File: src/rtl/id_ex_stage_register_pkg.sv
// Shared pipeline definitions for the ID/EX, EX/MEM and MEM/WB stage registers.
//   ALU_OP_WIDTH : width of the ALU operation code
//   ALU_ADD      : ALU code carried by bubbles
//   ctrl_t       : control-bundle field ordering, reused by the later stage registers
//   CTRL_NOP     : control bundle of a bubble (nothing written, nothing accessed)
package id_ex_stage_register_pkg;

   localparam int unsigned ALU_OP_WIDTH = 4;

   localparam logic [ALU_OP_WIDTH-1:0] ALU_ADD = 4'b0000;

   typedef struct packed {
      logic reg_write;
      logic mem_read;
      logic mem_write;
      logic mem_to_reg;
      logic alu_src;
      logic branch;
   } ctrl_t;

   localparam ctrl_t CTRL_NOP = '{
      reg_write:  1'b0,
      mem_read:   1'b0,
      mem_write:  1'b0,
      mem_to_reg: 1'b0,
      alu_src:    1'b0,
      branch:     1'b0
   };

endpackage

File: src/rtl/id_ex_stage_register_load_use_detector.sv
// Load-use hazard detector (purely combinational).
// Flags when the instruction in EX is a load whose destination is read by the
// instruction currently in ID.
//   id_rs1_i, id_rs2_i         : source indices of the ID instruction
//   id_uses_rs1_i, id_uses_rs2_i : ID instruction really reads that source
//   ex_rd_i, ex_mem_read_i, ex_valid_i : destination / load flag / validity of EX
//   load_use_o                 : ID must wait one cycle for the load data
module id_ex_stage_register_load_use_detector (
   input  logic [4:0] id_rs1_i,
   input  logic [4:0] id_rs2_i,
   input  logic       id_uses_rs1_i,
   input  logic       id_uses_rs2_i,
   input  logic [4:0] ex_rd_i,
   input  logic       ex_mem_read_i,
   input  logic       ex_valid_i,
   output logic       load_use_o
);

   logic rs1_match;
   logic rs2_match;

   always_comb begin
      rs1_match  = id_uses_rs1_i && (id_rs1_i == ex_rd_i);
      rs2_match  = id_uses_rs2_i && (id_rs2_i == ex_rd_i);
      // x0 is hardwired to zero, so a load "into" x0 never produces data to wait for.
      load_use_o = ex_valid_i && ex_mem_read_i && (ex_rd_i != 5'd0) && (rs1_match || rs2_match);
   end

endmodule

File: src/rtl/id_ex_stage_register.sv
// ID/EX pipeline register with load-use stall and bubble insertion.
// Captures the decoded instruction every cycle; loads a bubble on a taken-branch
// flush or a load-use hazard, and counts bubbles (saturating).
//   clk, reset (async, active-low)
//   id_*            : decoded instruction from ID
//   flush_i         : taken branch/jump in EX, discard the ID instruction
//   ex_*            : registered copy of the instruction for EX / forwarding
//   ex_valid_o      : EX holds a real instruction
//   stall_o         : hold PC and IF/ID this cycle (combinational)
//   bubble_count_o  : saturating count of bubbles loaded since reset
module id_ex_stage_register #(
   parameter int unsigned DATA_WIDTH   = 32,
   parameter int unsigned ALU_OP_WIDTH = id_ex_stage_register_pkg::ALU_OP_WIDTH,
   parameter int unsigned CNT_WIDTH    = 16
) (
   input  logic                    clk,
   input  logic                    reset,
   input  logic [4:0]              id_rs1_i,
   input  logic [4:0]              id_rs2_i,
   input  logic [4:0]              id_rd_i,
   input  logic                    id_uses_rs1_i,
   input  logic                    id_uses_rs2_i,
   input  logic                    id_reg_write_i,
   input  logic                    id_mem_read_i,
   input  logic                    id_mem_write_i,
   input  logic                    id_mem_to_reg_i,
   input  logic                    id_alu_src_i,
   input  logic                    id_branch_i,
   input  logic [ALU_OP_WIDTH-1:0] id_alu_op_i,
   input  logic [DATA_WIDTH-1:0]   id_pc_i,
   input  logic [DATA_WIDTH-1:0]   id_rs1_data_i,
   input  logic [DATA_WIDTH-1:0]   id_rs2_data_i,
   input  logic [DATA_WIDTH-1:0]   id_imm_i,
   input  logic                    flush_i,
   output logic [4:0]              ex_rs1_o,
   output logic [4:0]              ex_rs2_o,
   output logic [4:0]              ex_rd_o,
   output logic                    ex_reg_write_o,
   output logic                    ex_mem_read_o,
   output logic                    ex_mem_write_o,
   output logic                    ex_mem_to_reg_o,
   output logic                    ex_alu_src_o,
   output logic                    ex_branch_o,
   output logic [ALU_OP_WIDTH-1:0] ex_alu_op_o,
   output logic [DATA_WIDTH-1:0]   ex_pc_o,
   output logic [DATA_WIDTH-1:0]   ex_rs1_data_o,
   output logic [DATA_WIDTH-1:0]   ex_rs2_data_o,
   output logic [DATA_WIDTH-1:0]   ex_imm_o,
   output logic                    ex_valid_o,
   output logic                    stall_o,
   output logic [CNT_WIDTH-1:0]    bubble_count_o
);

   import id_ex_stage_register_pkg::*;

   logic [4:0]              rs1_d, rs1_q;
   logic [4:0]              rs2_d, rs2_q;
   logic [4:0]              rd_d, rd_q;
   ctrl_t                   ctrl_d, ctrl_q;
   logic [ALU_OP_WIDTH-1:0] alu_op_d, alu_op_q;
   logic [DATA_WIDTH-1:0]   pc_d, pc_q;
   logic [DATA_WIDTH-1:0]   rs1_data_d, rs1_data_q;
   logic [DATA_WIDTH-1:0]   rs2_data_d, rs2_data_q;
   logic [DATA_WIDTH-1:0]   imm_d, imm_q;
   logic                    valid_d, valid_q;
   logic [CNT_WIDTH-1:0]    bubble_cnt_d, bubble_cnt_q;

   logic load_use;
   logic load_bubble;

   id_ex_stage_register_load_use_detector u_load_use_detector (
      .id_rs1_i      (id_rs1_i),
      .id_rs2_i      (id_rs2_i),
      .id_uses_rs1_i (id_uses_rs1_i),
      .id_uses_rs2_i (id_uses_rs2_i),
      .ex_rd_i       (rd_q),
      .ex_mem_read_i (ctrl_q.mem_read),
      .ex_valid_i    (valid_q),
      .load_use_o    (load_use)
   );

   always_comb begin
      load_bubble = flush_i || load_use;
      // A flush discards the ID instruction anyway, so holding it would be pointless.
      stall_o     = load_use && !flush_i;

      // Bubble by default; index fields are zero so forwarding never matches a bubble.
      rs1_d      = 5'd0;
      rs2_d      = 5'd0;
      rd_d       = 5'd0;
      ctrl_d     = CTRL_NOP;
      alu_op_d   = ALU_OP_WIDTH'(ALU_ADD);
      pc_d       = '0;
      rs1_data_d = '0;
      rs2_data_d = '0;
      imm_d      = '0;
      valid_d    = 1'b0;

      if (!load_bubble) begin
         rs1_d             = id_rs1_i;
         rs2_d             = id_rs2_i;
         rd_d              = id_rd_i;
         ctrl_d.reg_write  = id_reg_write_i;
         ctrl_d.mem_read   = id_mem_read_i;
         ctrl_d.mem_write  = id_mem_write_i;
         ctrl_d.mem_to_reg = id_mem_to_reg_i;
         ctrl_d.alu_src    = id_alu_src_i;
         ctrl_d.branch     = id_branch_i;
         alu_op_d          = id_alu_op_i;
         pc_d              = id_pc_i;
         rs1_data_d        = id_rs1_data_i;
         rs2_data_d        = id_rs2_data_i;
         imm_d             = id_imm_i;
         valid_d           = 1'b1;
      end

      bubble_cnt_d = bubble_cnt_q;
      if (load_bubble && (bubble_cnt_q != '1)) begin
         bubble_cnt_d = bubble_cnt_q + CNT_WIDTH'(1);
      end
   end

   always_ff @(posedge clk or negedge reset) begin
      if (!reset) begin
         rs1_q        <= 5'd0;
         rs2_q        <= 5'd0;
         rd_q         <= 5'd0;
         ctrl_q       <= CTRL_NOP;
         alu_op_q     <= '0;
         pc_q         <= '0;
         rs1_data_q   <= '0;
         rs2_data_q   <= '0;
         imm_q        <= '0;
         valid_q      <= 1'b0;
         bubble_cnt_q <= '0;
      end else begin
         rs1_q        <= rs1_d;
         rs2_q        <= rs2_d;
         rd_q         <= rd_d;
         ctrl_q       <= ctrl_d;
         alu_op_q     <= alu_op_d;
         pc_q         <= pc_d;
         rs1_data_q   <= rs1_data_d;
         rs2_data_q   <= rs2_data_d;
         imm_q        <= imm_d;
         valid_q      <= valid_d;
         bubble_cnt_q <= bubble_cnt_d;
      end
   end

   always_comb begin
      ex_rs1_o        = rs1_q;
      ex_rs2_o        = rs2_q;
      ex_rd_o         = rd_q;
      ex_reg_write_o  = ctrl_q.reg_write;
      ex_mem_read_o   = ctrl_q.mem_read;
      ex_mem_write_o  = ctrl_q.mem_write;
      ex_mem_to_reg_o = ctrl_q.mem_to_reg;
      ex_alu_src_o    = ctrl_q.alu_src;
      ex_branch_o     = ctrl_q.branch;
      ex_alu_op_o     = alu_op_q;
      ex_pc_o         = pc_q;
      ex_rs1_data_o   = rs1_data_q;
      ex_rs2_data_o   = rs2_data_q;
      ex_imm_o        = imm_q;
      ex_valid_o      = valid_q;
      bubble_count_o  = bubble_cnt_q;
   end

endmodule

File: config.mk
export PLATFORM = sky130hd
export DESIGN_NAME = id_ex_stage_register
export DESIGN_NICKNAME = d
export VERILOG_FILES = /design/src/rtl/id_ex_stage_register_pkg.sv /design/src/rtl/id_ex_stage_register_load_use_detector.sv /design/src/rtl/id_ex_stage_register.sv
export SDC_FILE = /design/constraint.sdc
export NUM_CORES = 1
export LEC_CHECK = 0
export BUFFER_PORTS_ARGS = -buffer_cell sky130_fd_sc_hd__buf_2
export CORE_AREA = 2 2 128 130
export CTS_CLUSTER_SIZE = 24
export DETAILED_ROUTE_END_ITERATION = 10
export DIE_AREA = 0 0 130 132
export GPL_TIMING_DRIVEN = 0
export PLACE_DENSITY = 0.7
export SETUP_SLACK_MARGIN = 0.3
export SYNTH_ARGS = -nofsm -noshare
export SYNTH_HDL_FRONTEND = slang
export SYNTH_SLANG_ARGS = --single-unit
File: constraint.sdc
create_clock -name clk -period 2 [get_ports clk]
set_input_delay 0.2 -clock clk [delete_from_list [all_inputs] [get_ports clk]]
set_output_delay 0.2 -clock clk [all_outputs]
set_load 0.05 [all_outputs]
==> impl_metrics.env, run 1 <==
export IMPL_drv_slew=0
export IMPL_viasPerCell=4.36
export IMPL_synthTopCellsByCount="170 x dfrtp_1, 153 x and2_1, 14 x clkbuf_2"
export IMPL_crit_start="ex_rd_o[2]$_DFF_PN0_"
export IMPL_min_path_cells=2
export IMPL_synth_top_area_cell="dfrtp_1"
export IMPL_final_setup_viol_count=33
export IMPL_worstPathCellList="xnor2_1 -> nand4_1 -> o22ai_4 -> a21oi_4 -> buf_12 -> clkbuf_16 -> nor4b_4 -> xor2_1"
export IMPL_ys_ff_latch=170
export IMPL_drtPass1Iterations=4
export IMPL_period_share_pct=106
export IMPL_cts_buffers=17
export IMPL_max_cap_violations=0
export IMPL_synth_ff_type="dfrtp_1"
export IMPL_p_leak_nw=5.57
export IMPL_post_route_util_pct=67.8
export IMPL_synth_edf_count=0
export IMPL_synthTopCellsByArea="dfrtp_1 73%, and2_1 16%, xnor2_1 1.8%, xor2_1 1.7%, clkbuf_2 1.2%"
export IMPL_clockBufferDepth=2
export IMPL_arrival_ns=2.45
export IMPL_pwr_density_cell_nw_per_um2=879
export IMPL_syn_avg_cell_area_um2=14.1
export IMPL_crit_path_end_kind="flop"
export IMPL_combPwrFrac_pct=24.5
export IMPL_clock_latency_ns=0.42
export IMPL_drc=0
export IMPL_antenna_found_initial=0
export IMPL_switching_share_pct=32.1
export IMPL_critPathLaunchType="flop"
export IMPL_fp_row_count=46
export IMPL_relSlewSlack_pct=56.8
export IMPL_clock_sinks=170
export IMPL_cp_slowest_cell="dfrtp_2"
export IMPL_fp_dieW_um=130
export IMPL_status="finished with violations"
export IMPL_synthDistinctLibCells=31
export IMPL_htree_levels=4
export IMPL_wl_per_cell_um=16.4
export IMPL_dp_hpwl_mm=10.7
export IMPL_synthesis_area_um2=5830
export IMPL_peakVddDrop_v=0.000570
export IMPL_start_util_pct=37.1
export IMPL_setup_ws_ns=-0.119
export IMPL_reg2reg_from="ex_rd_o[2]$_DFF_PN0_"
export IMPL_hold_viol=0
export IMPL_grt_max_degree=87
export IMPL_yosysWarnings=0
export IMPL_cts_tree="yes"
export IMPL_detail_route_antenna_nets=0
export IMPL_synth_top_cell_area_share_pct=72.9
export IMPL_p_int_w=0.00637
export IMPL_die_area_um2=17200
export IMPL_dr_total_vias=5046
export IMPL_coreArea_um2=15700
export IMPL_nets=1088
export IMPL_worstMarginPinSlew_ns=0.649
export IMPL_nFillCells=1049
export IMPL_io_pins=329
export IMPL_r2r_cells=8
export IMPL_synthArstFlopShare_pct=100
export IMPL_drive_gt1_share_pct=49.8
export IMPL_worstSetupPathType="reg2reg"
export IMPL_max_freq_mhz=472
export IMPL_grt_pass1_wl_mm=27.2
export IMPL_power_frac_clock_pct=34.2
export IMPL_clockRootBuffer="clkbuf_16"
export IMPL_hold_path_class="in2reg"
export IMPL_fin_worst_skew_ns=0.0108
export IMPL_portBuffers=328
export IMPL_critPathMaxFanout=8
export IMPL_routabilityCongestion=0.789
export IMPL_endpoint="bubble_count_o[5]$_DFFE_PN0P_"
export IMPL_ys_seq_area_share_pct=72.9
export IMPL_drt_iter0_drc=159
export IMPL_rsz0062_at_grt="true"
export IMPL_grt_usage_pct=20.6
export IMPL_cp_data_required_time_ns=2.33
export IMPL_syn2layout_area_growth_pct=82.7
export IMPL_switching_power_w=0.00300
export IMPL_grt_overflow_total=0
export IMPL_diodes=0
export IMPL_failed_checks="setup timing"
export IMPL_period_needed_ns=2.12
export IMPL_fin_setup_tns_ns=-1.16
export IMPL_p_seq_share_pct=41.3
export IMPL_cpPeakStageDelay_ns=0.44
export IMPL_path_clk_slew_ns=0.06
export IMPL_grt_pass1_vias=5532
export IMPL_synth_most_common_cell="dfrtp_1"
export IMPL_routed_wl_mm=19.0
export IMPL_r2r_slack_ns=-0.12
export IMPL_mappedNetlistNets=572
export IMPL_die_y_um=132
export IMPL_netlist_instances=413
export IMPL_reg2reg_to="bubble_count_o[5]$_DFFE_PN0P_"
==> cells by family (layout without fill, tap and decap cells) <==
kind of cell	count (synthesis)	after routing	synth area share [%]
AND/OR/NAND/NOR	191	191	20.2
flip-flops	170	170	72.9
XOR/XNOR	23	23	3.45
buffers and inverters	20	548	1.93
AO/OA/AOI/OAI	6	6	0.922
multiplexers	2	2	0.386
adder cells (fa/ha/maj)	1	1	0.214
==> metrics by stage <==
step / power [W] / setup WS, ns / hold slack (ns) / std cells / instance area [µm²]
3_5_place_dp: 0.00578 / -0.0865 / 0.232 / 958 / 7960
4_1_cts: 0.00928 / -0.153 / 0.00372 / 1147 / 10200
6_report: 0.00937 / -0.119 / 0.0333 / 1157 / 10700
5_1_grt: 0.00974 / -0.208 / 0.0214 / 1157 / 10700
2_1_floorplan: 0.00516 / 0.0186 / -0.0956 / 413 / 6010
3_3_place_gp: 0.00575 / -2.16 / 0.407 / 957 / 7920
==> critical path, delay by kind of cell (launching register included) <==
family                 cells  cell delay, ns
AND/OR/NAND/NOR            2            0.48
XOR/XNOR                   2            0.43
AO/OA/AOI/OAI              2            0.35
buffers and inverters      2            0.33
flip-flops                 1            0.44
==> layout by cell type, fill, tap and decap left out, types with 2 or more instances in the layout <==
cell type and count:
nand2_1 6, buf_2 326, buf_8 17, dfrtp_2 12, nor3_2 3, bufinv_16 2, clkbuf_16 25, nand4_1 5
buf_6 9, nor4b_4 4, xnor2_2 5, clkbuf_1 2, and2_1 119, inv_6 4, xnor2_1 7, inv_1 2
and2_4 34, nand3_1 5, dfrtp_1 158, xor2_1 11, dlygate4sd3_1 150, buf_12 3, clkinvlp_4 4
==> state kept, by name, indices dropped and copies added, names as in the netlist <==
register	cells
ex_rs2_data_o	32
bubble_count_o	16
ex_branch_o	1
ex_mem_read_o	1
ex_mem_write_o	1
ex_valid_o	1
ex_rs1_o	5
ex_alu_src_o	1
ex_rd_o	5
ex_pc_o	32
ex_mem_to_reg_o	1
ex_rs1_data_o	32
ex_rs2_o	5
ex_imm_o	32
ex_reg_write_o	1
ex_alu_op_o	4
==> per-layer routing <==
metal / vias up / part of all wire [%] / global-route usage, %
li1: 2332 / - / -
met1: 2419 / 35 / 20.6
met2: 244 / 53 / 37.7
met3: 51 / 8.2 / 7.02
met4: 0 / 3.1 / 9.80
met5: - / 0 / 0
==> power groups by stage <==
stage	sequential, W	clock, W	combinational [W]
after global routing	0.00390	0.00344	0.00240
after CTS	0.00386	0.00329	0.00213
after global placement	0.00391	0	0.00183
after detailed placement	0.00392	0	0.00186
final	0.00387	0.00321	0.00229
after floorplan	0.00481	0	0.000357
==> worst min-delay path by stage <==
stage / start / endpoint / slack, ns
floorplan: reset / bubble_count_o[0]$_DFFE_PN0P_ / -0.1
global placement: id_alu_op_i[2] / ex_alu_op_o[2]$_DFF_PN0_ / 0.41
detailed placement: reset / ex_imm_o[11]$_DFF_PN0_ / 0.23
CTS: id_imm_i[1] / ex_imm_o[1]$_DFF_PN0_ / 0.004
global route: id_imm_i[1] / ex_imm_o[1]$_DFF_PN0_ / 0.02
finish: id_rs1_data_i[7] / ex_rs1_data_o[7]$_DFF_PN0_ / 0.03
==> final cells by class <==
type                       count  area (µm²)  share of cell area (%)
buffer                        18         277                    2.59
clock buffer                  19         433                    4.06
clock inverter                12         139                    1.30
inverter                       2        7.51                  0.0704
multi-input combinational    223        1760                    16.5
sequential                   170        4270                    40.0
tap                          216         270                    2.54
timing repair buffer         497        3510                    32.9
==> timing repair <==
item / 4_1_cts / 5_1_grt
setup buffers: 7 / 2
pin swaps: 8 / 12
gates cloned: 1 / 8
gates resized for setup: 32 / 64
endpoints found under the setup margin: 171 / 171
hold endpoints to repair: 234 / 0
hold buffers: 150 / 0
Power figures use the tool's default switching activity.
==> inputs of run 2 (changes only) <==
--- a/config.mk
+++ b/config.mk
@@ -10,9 +10,9 @@
 export CTS_CLUSTER_SIZE = 24
 export DETAILED_ROUTE_END_ITERATION = 10
 export DIE_AREA = 0 0 130 132
-export GPL_TIMING_DRIVEN = 0
 export PLACE_DENSITY = 0.7
 export SETUP_SLACK_MARGIN = 0.3
 export SYNTH_ARGS = -nofsm -noshare
 export SYNTH_HDL_FRONTEND = slang
 export SYNTH_SLANG_ARGS = --single-unit
+export TNS_END_PERCENT = 30
==> run 2 against run 1 <==
Critical path type unchanged. Critical endpoint is now ex_rs1_data_o[16]$_DFF_PN0_. Total power rose by 0.49%. Utilization shrank 1.0 points. First-iteration DRC count decreased by 9.4%. The run still ends with setup timing left. Largest cell class unchanged. Clock skew grew 0.0016 ns. Maximum frequency rose by 1.1%.
==> impl_metrics.env, run 2 (synthesized netlist as in run 1, its figures left out) <==
export IMPL_p_total_w=0.00942
export IMPL_layout_common_cells="326 x buf_2, 162 x dfrtp_1, 145 x dlygate4sd3_1, 91 x and2_4, 62 x and2_1"
export IMPL_arrival_ns=2.45
export IMPL_drc=0
export IMPL_grt_pass1_wl_mm=27.6
export IMPL_routed_wl_mm=18.2
export IMPL_r2r_cells=7
export IMPL_dp_hpwl_mm=10.6
export IMPL_period_needed_ns=2.10
export IMPL_fp_dieW_um=130
export IMPL_min_path_cells=2
export IMPL_dp_slack_ns=-0.0357
export IMPL_rsz0062_at_grt="true"
export IMPL_p_int_w=0.00643
export IMPL_cts_tree="yes"
export IMPL_diodes=0
export IMPL_cp_data_required_time_ns=2.36
export IMPL_r2r_slack_ns=-0.1
export IMPL_relSlewSlack_pct=67.1
export IMPL_worstMarginPinSlew_ns=0.494
export IMPL_clock_sinks=170
export IMPL_reg2reg_from="ex_rd_o[0]$_DFF_PN0_"
export IMPL_status="finished with violations"
export IMPL_final_setup_viol_count=113
export IMPL_clockBufferDepth=2
export IMPL_detail_route_antenna_nets=0
export IMPL_hold_viol=0
export IMPL_grt_max_degree=52
export IMPL_antenna_found_initial=0
export IMPL_routabilityCongestion=0.795
export IMPL_p_leak_nw=5.54
export IMPL_max_freq_mhz=477
export IMPL_die_y_um=132
export IMPL_switching_power_w=0.00299
export IMPL_switching_share_pct=31.7
export IMPL_layout_commonest_cell="buf_2"
export IMPL_coreArea_um2=15700
export IMPL_critPathMaxFanout=7
export IMPL_min_delay_worst_endpoint="ex_rs1_o[4]$_DFF_PN0_"
export IMPL_power_frac_clock_pct=34.9
export IMPL_peakVddDrop_v=0.000667
export IMPL_worstSetupPathType="reg2reg"
export IMPL_grt_usage_pct=21.1
export IMPL_dr_total_vias=4915
export IMPL_wl_per_cell_um=15.8
export IMPL_period_share_pct=105
export IMPL_die_area_um2=17200
export IMPL_drt_iter0_drc=144
export IMPL_htree_levels=4
export IMPL_start_util_pct=37.1
export IMPL_drive_gt1_share_pct=54.4
export IMPL_combPwrFrac_pct=24.2
export IMPL_pwr_density_cell_nw_per_um2=897
export IMPL_fp_row_count=46
export IMPL_path_clk_slew_ns=0.07
export IMPL_clockRootBuffer="clkbuf_16"
export IMPL_io_pins=329
export IMPL_drv_slew=0
export IMPL_grt_overflow_total=0
export IMPL_setup_ws_ns=-0.0968
export IMPL_fin_worst_skew_ns=0.0124
export IMPL_nets=1077
export IMPL_viasPerCell=4.29
export IMPL_critPathLaunchType="flop"
export IMPL_hold_path_startpoint="id_rs1_i[4]"
export IMPL_hold_path_class="in2reg"
export IMPL_drtPass1Iterations=4
export IMPL_clock_latency_ns=0.42
export IMPL_reg2reg_to="ex_rs1_data_o[16]$_DFF_PN0_"
export IMPL_max_cap_violations=0
export IMPL_cts_buffers=17
export IMPL_portBuffers=328
export IMPL_grt_pass1_vias=5454
export IMPL_syn2layout_area_growth_pct=80.0
export IMPL_failed_checks="setup timing"
export IMPL_crit_path_end_kind="flop"
export IMPL_p_seq_share_pct=40.9
run 2: changes by cell type in the layout (fill, tap and decap cells not counted), sizes merged:
cell and change:
clkbuf -5, dlygate4sd3 -5, clkinv +1, clkinvlp -1
run 2: what timing repair did:
item                                    4_1_cts  5_1_grt
pin swaps                                    62       46
endpoints found under the hold margin       190        0
gates resized for setup                      86       33
setup buffers                                 5        3
endpoints found under the setup margin      171      171
hold buffers                                145        0
cloned                                        4        3
run 2: worst max-delay path, cell delays in order, from the launching register on:
cell     delay [ns]
dfrtp_2        0.40
or3_4          0.38
o311a_4        0.37
a21oi_4        0.27
buf_6          0.20
buf_6          0.14
buf_12         0.12
and2_4         0.13
run 2: power by group through the flow:
| stage | Combinational (W) | Clock, W | Sequential [W] |
|---|---|---|---|
| final | 0.00228 | 0.00329 | 0.00385 |
| after global placement | 0.00185 | 0 | 0.00390 |
| after floorplan | 0.000338 | 0 | 0.00480 |
| after CTS | 0.00221 | 0.00337 | 0.00385 |
| after detailed placement | 0.00186 | 0 | 0.00391 |
| after global routing | 0.00240 | 0.00353 | 0.00388 |
run 2: final cells by class:
type,instances,area (µm²)
fill,1127,5210
sequential,170,4260
timing repair buffer,504,3570
multi-input combinational,223,1790
clock buffer,20,457
tap,216,270
clock inverter,12,136
inverter,2,7.51
run 2: metrics by stage:
step | hold WS [ns] | instances | util [%] | setup TNS [ns] | area [µm²]
floorplan | -0.0956 | 413 | - | 0 | 5920
global placement | 0.179 | 955 | 50.0 | -0.00523 | 7860
detailed placement | 0.186 | 955 | 50.0 | -0.0357 | 7860
CTS | 0.000634 | 1141 | 65.5 | -1.14 | 10300
global route | 0.00162 | 1147 | 66.8 | -16.82 | 10500
finish | 0.0170 | 1147 | 66.8 | -5.63 | 10500
run 2: routing by layer:
layer	GRT usage (%)	vias to the layer above	wire [µm]
met2	37.3	212	9490
met3	6.57	37	1150
met4	9.68	0	573
li1	-	2315	-
met5	0	-	0
met1	22.8	2351	6940
run 2: how the worst max path moves through the flow:
stage	from	end	slack, ns	depth (start not counted)
final	ex_rd_o[0]$_DFF_PN0_	ex_rs1_data_o[16]$_DFF_PN0_	-0.1	7
after detailed placement	ex_rd_o[1]$_DFF_PN0_	bubble_count_o[1]$_DFFE_PN0P_	-0.04	6
after global placement	ex_rd_o[1]$_DFF_PN0_	bubble_count_o[1]$_DFFE_PN0P_	-0.005	6
after global routing	ex_rd_o[1]$_DFF_PN0_	ex_pc_o[12]$_DFF_PN0_	-0.17	7
after floorplan	ex_rd_o[0]$_DFF_PN0_	bubble_count_o[13]$_DFFE_PN0P_	0.02	5
after CTS	ex_rd_o[1]$_DFF_PN0_	ex_rs1_data_o[16]$_DFF_PN0_	-0.06	7
==> inputs of run 3 (changes only) <==
--- a/config.mk
+++ b/config.mk
@@ -10,8 +10,9 @@
 export CTS_CLUSTER_SIZE = 24
 export DETAILED_ROUTE_END_ITERATION = 10
 export DIE_AREA = 0 0 130 132
+export MAX_ROUTING_LAYER = met4
 export PLACE_DENSITY = 0.7
-export SETUP_SLACK_MARGIN = 0.3
+export SETUP_SLACK_MARGIN = 0.2
 export SYNTH_ARGS = -nofsm -noshare
 export SYNTH_HDL_FRONTEND = slang
 export SYNTH_SLANG_ARGS = --single-unit
==> run 3 against run 2 <==
The run still ends with setup timing left. Combinational power is essentially flat. Critical path type unchanged. Sequential share of layout area is the same. First-iteration DRC count grew 6.9%.
==> impl_metrics.env, run 3 (synthesized netlist as in run 1, its figures left out) <==
export IMPL_route_met2_wl_mm=9.45
export IMPL_coreArea_um2=15700
export IMPL_fp_dieW_um=130
export IMPL_top_layer="met4"
export IMPL_hold_path_class="in2reg"
export IMPL_cp_data_required_time_ns=2.36
export IMPL_reg2reg_from="ex_rd_o[0]$_DFF_PN0_"
export IMPL_max_cap_violations=0
export IMPL_routed_wl_mm=18.2
export IMPL_clockBufferDepth=2
export IMPL_p_leak_nw=5.54
export IMPL_critPathMaxFanout=7
export IMPL_p_seq_share_pct=40.9
export IMPL_clock_sinks=170
export IMPL_drtPass1Iterations=4
export IMPL_grt_usage_pct=21.7
export IMPL_viasPerCell=4.31
export IMPL_wl_met1_mm=7.08
export IMPL_critPathLaunchType="flop"
export IMPL_io_pins=329
export IMPL_p_int_w=0.00643
export IMPL_drive_gt1_share_pct=54.4
export IMPL_grt_max_degree=52
export IMPL_clockRootBuffer="clkbuf_16"
export IMPL_syn2layout_area_growth_pct=80.0
export IMPL_switching_power_w=0.00299
export IMPL_rsz0062_at_grt="true"
export IMPL_grt_overflow_total=0
export IMPL_die_area_um2=17200
export IMPL_reg2reg_to="ex_rs1_data_o[16]$_DFF_PN0_"
export IMPL_dp_hpwl_mm=10.6
export IMPL_drt_iter0_drc=154
export IMPL_cts_tree="yes"
export IMPL_layout_commonest_cell="buf_2"
export IMPL_detail_route_antenna_nets=0
export IMPL_status="finished with violations"
export IMPL_max_freq_mhz=477
export IMPL_portBuffers=328
export IMPL_arrival_ns=2.45
export IMPL_min_delay_worst_endpoint="ex_rs1_o[4]$_DFF_PN0_"
export IMPL_drc=0
export IMPL_power_frac_clock_pct=34.9
export IMPL_setup_ws_ns=-0.0946
export IMPL_route_met3_wl_um=970
export IMPL_path_clk_slew_ns=0.07
export IMPL_hold_viol=0
export IMPL_grt_pass1_wl_mm=27.6
export IMPL_period_needed_ns=2.09
export IMPL_pwr_density_cell_nw_per_um2=896
export IMPL_grt_pass1_vias=5460
export IMPL_period_share_pct=105
export IMPL_fp_row_count=46
export IMPL_drv_slew=0
export IMPL_r2r_cells=7
export IMPL_final_setup_viol_count=113
export IMPL_whs_ns=0.0212
export IMPL_fin_area_um2=10500
export IMPL_cp_common_cell="buf_6"
export IMPL_peakVddDrop_v=0.000666
export IMPL_dr_total_vias=4949
export IMPL_antenna_found_initial=0
export IMPL_cp_slowest_cell="dfrtp_2"
export IMPL_placed_area_um2=7860
export IMPL_htree_levels=4
export IMPL_crit_path_end_kind="flop"
export IMPL_fin_worst_skew_ns=0.00777
export IMPL_r2r_slack_ns=-0.09
export IMPL_layout_common_cells="326 x buf_2, 162 x dfrtp_1, 145 x dlygate4sd3_1, 91 x and2_4, 62 x and2_1"
export IMPL_wl_per_cell_um=15.8
export IMPL_diodes=0
export IMPL_failed_checks="setup timing"
export IMPL_cts_buffers=17
export IMPL_switching_share_pct=31.7
export IMPL_worstSetupPathType="reg2reg"
export IMPL_die_y_um=132
export IMPL_start_util_pct=37.1
export IMPL_hold_path_startpoint="id_rs1_i[4]"
export IMPL_dp_slack_ns=-0.0357
export IMPL_worstMarginPinSlew_ns=0.493
export IMPL_worstPathCellList="or3_4 -> o311a_4 -> a21oi_4 -> buf_6 -> buf_6 -> buf_12 -> and2_4"
export IMPL_clock_latency_ns=0.42
export IMPL_min_path_cells=2
export IMPL_cpPeakStageDelay_ns=0.40
export IMPL_combPwrFrac_pct=24.2
export IMPL_nets=1077
export IMPL_routabilityCongestion=0.811
export IMPL_relSlewSlack_pct=67.2
## run 3: cell counts in the layout (fill, tap and decap cells not counted)
No cell type changed its count.
## run 3: through the flow
stage	TNS, ns	cells	util, %	total power (W)
after floorplan	0	413	-	0.00514
after global placement	-0.00523	955	50.0	0.00575
after detailed placement	-0.0357	955	50.0	0.00578
after CTS	-1.14	1141	65.5	0.00943
after global routing	-16.89	1147	66.8	0.00980
final	-5.43	1147	66.8	0.00941
## run 3: power by group through the flow
stage	Combinational [W]	Clock (W)	Sequential, W
global placement	0.00185	0	0.00390
finish	0.00228	0.00329	0.00385
CTS	0.00221	0.00337	0.00385
global route	0.00240	0.00352	0.00388
floorplan	0.000338	0	0.00480
detailed placement	0.00186	0	0.00391
## run 3: worst max-delay path: cells and delay by family (launching register included)
| kind | cells | cell delay, ns |
|---|---|---|
| flops | 1 | 0.40 |
| simple gates | 2 | 0.52 |
| compound gates | 2 | 0.64 |
| buf+inv | 3 | 0.46 |
## run 3: cell type report
cell class                      instances  area (µm²)
Fill cell                            1131        5210
Sequential cell                       170        4260
Timing Repair Buffer                  504        3570
Multi-Input combinational cell        223        1790
Clock buffer                           20         457
Tap cell                              216         270
Clock inverter                         12         136
Inverter                                2        7.51
## run 3: metal layers
metal	GRT usage (%)	vias to the layer above
met4	9.86	0
met1	23.9	2366
li1	-	2314
met3	4.75	46
met5	-	-
met2	37.3	223
## run 3: repair_timing
item / in CTS / in global routing
cloned: 4 / 3
endpoints found under the hold margin: 190 / 0
endpoints found under the setup margin: 170 / 171
resized for setup: 86 / 33
hold buffers: 145 / 0
pin swaps: 62 / 46
setup buffers: 5 / 3
## run 3: worst max path at each step
stage	to	slack, ns	startpoint	cells after the start
after floorplan	bubble_count_o[13]$_DFFE_PN0P_	0.02	ex_rd_o[0]$_DFF_PN0_	5
after global placement	bubble_count_o[1]$_DFFE_PN0P_	-0.005	ex_rd_o[1]$_DFF_PN0_	6
after detailed placement	bubble_count_o[1]$_DFFE_PN0P_	-0.04	ex_rd_o[1]$_DFF_PN0_	6
after CTS	ex_rs1_data_o[16]$_DFF_PN0_	-0.06	ex_rd_o[1]$_DFF_PN0_	7
after global routing	ex_pc_o[12]$_DFF_PN0_	-0.17	ex_rd_o[1]$_DFF_PN0_	7
final	ex_rs1_data_o[16]$_DFF_PN0_	-0.09	ex_rd_o[0]$_DFF_PN0_	7
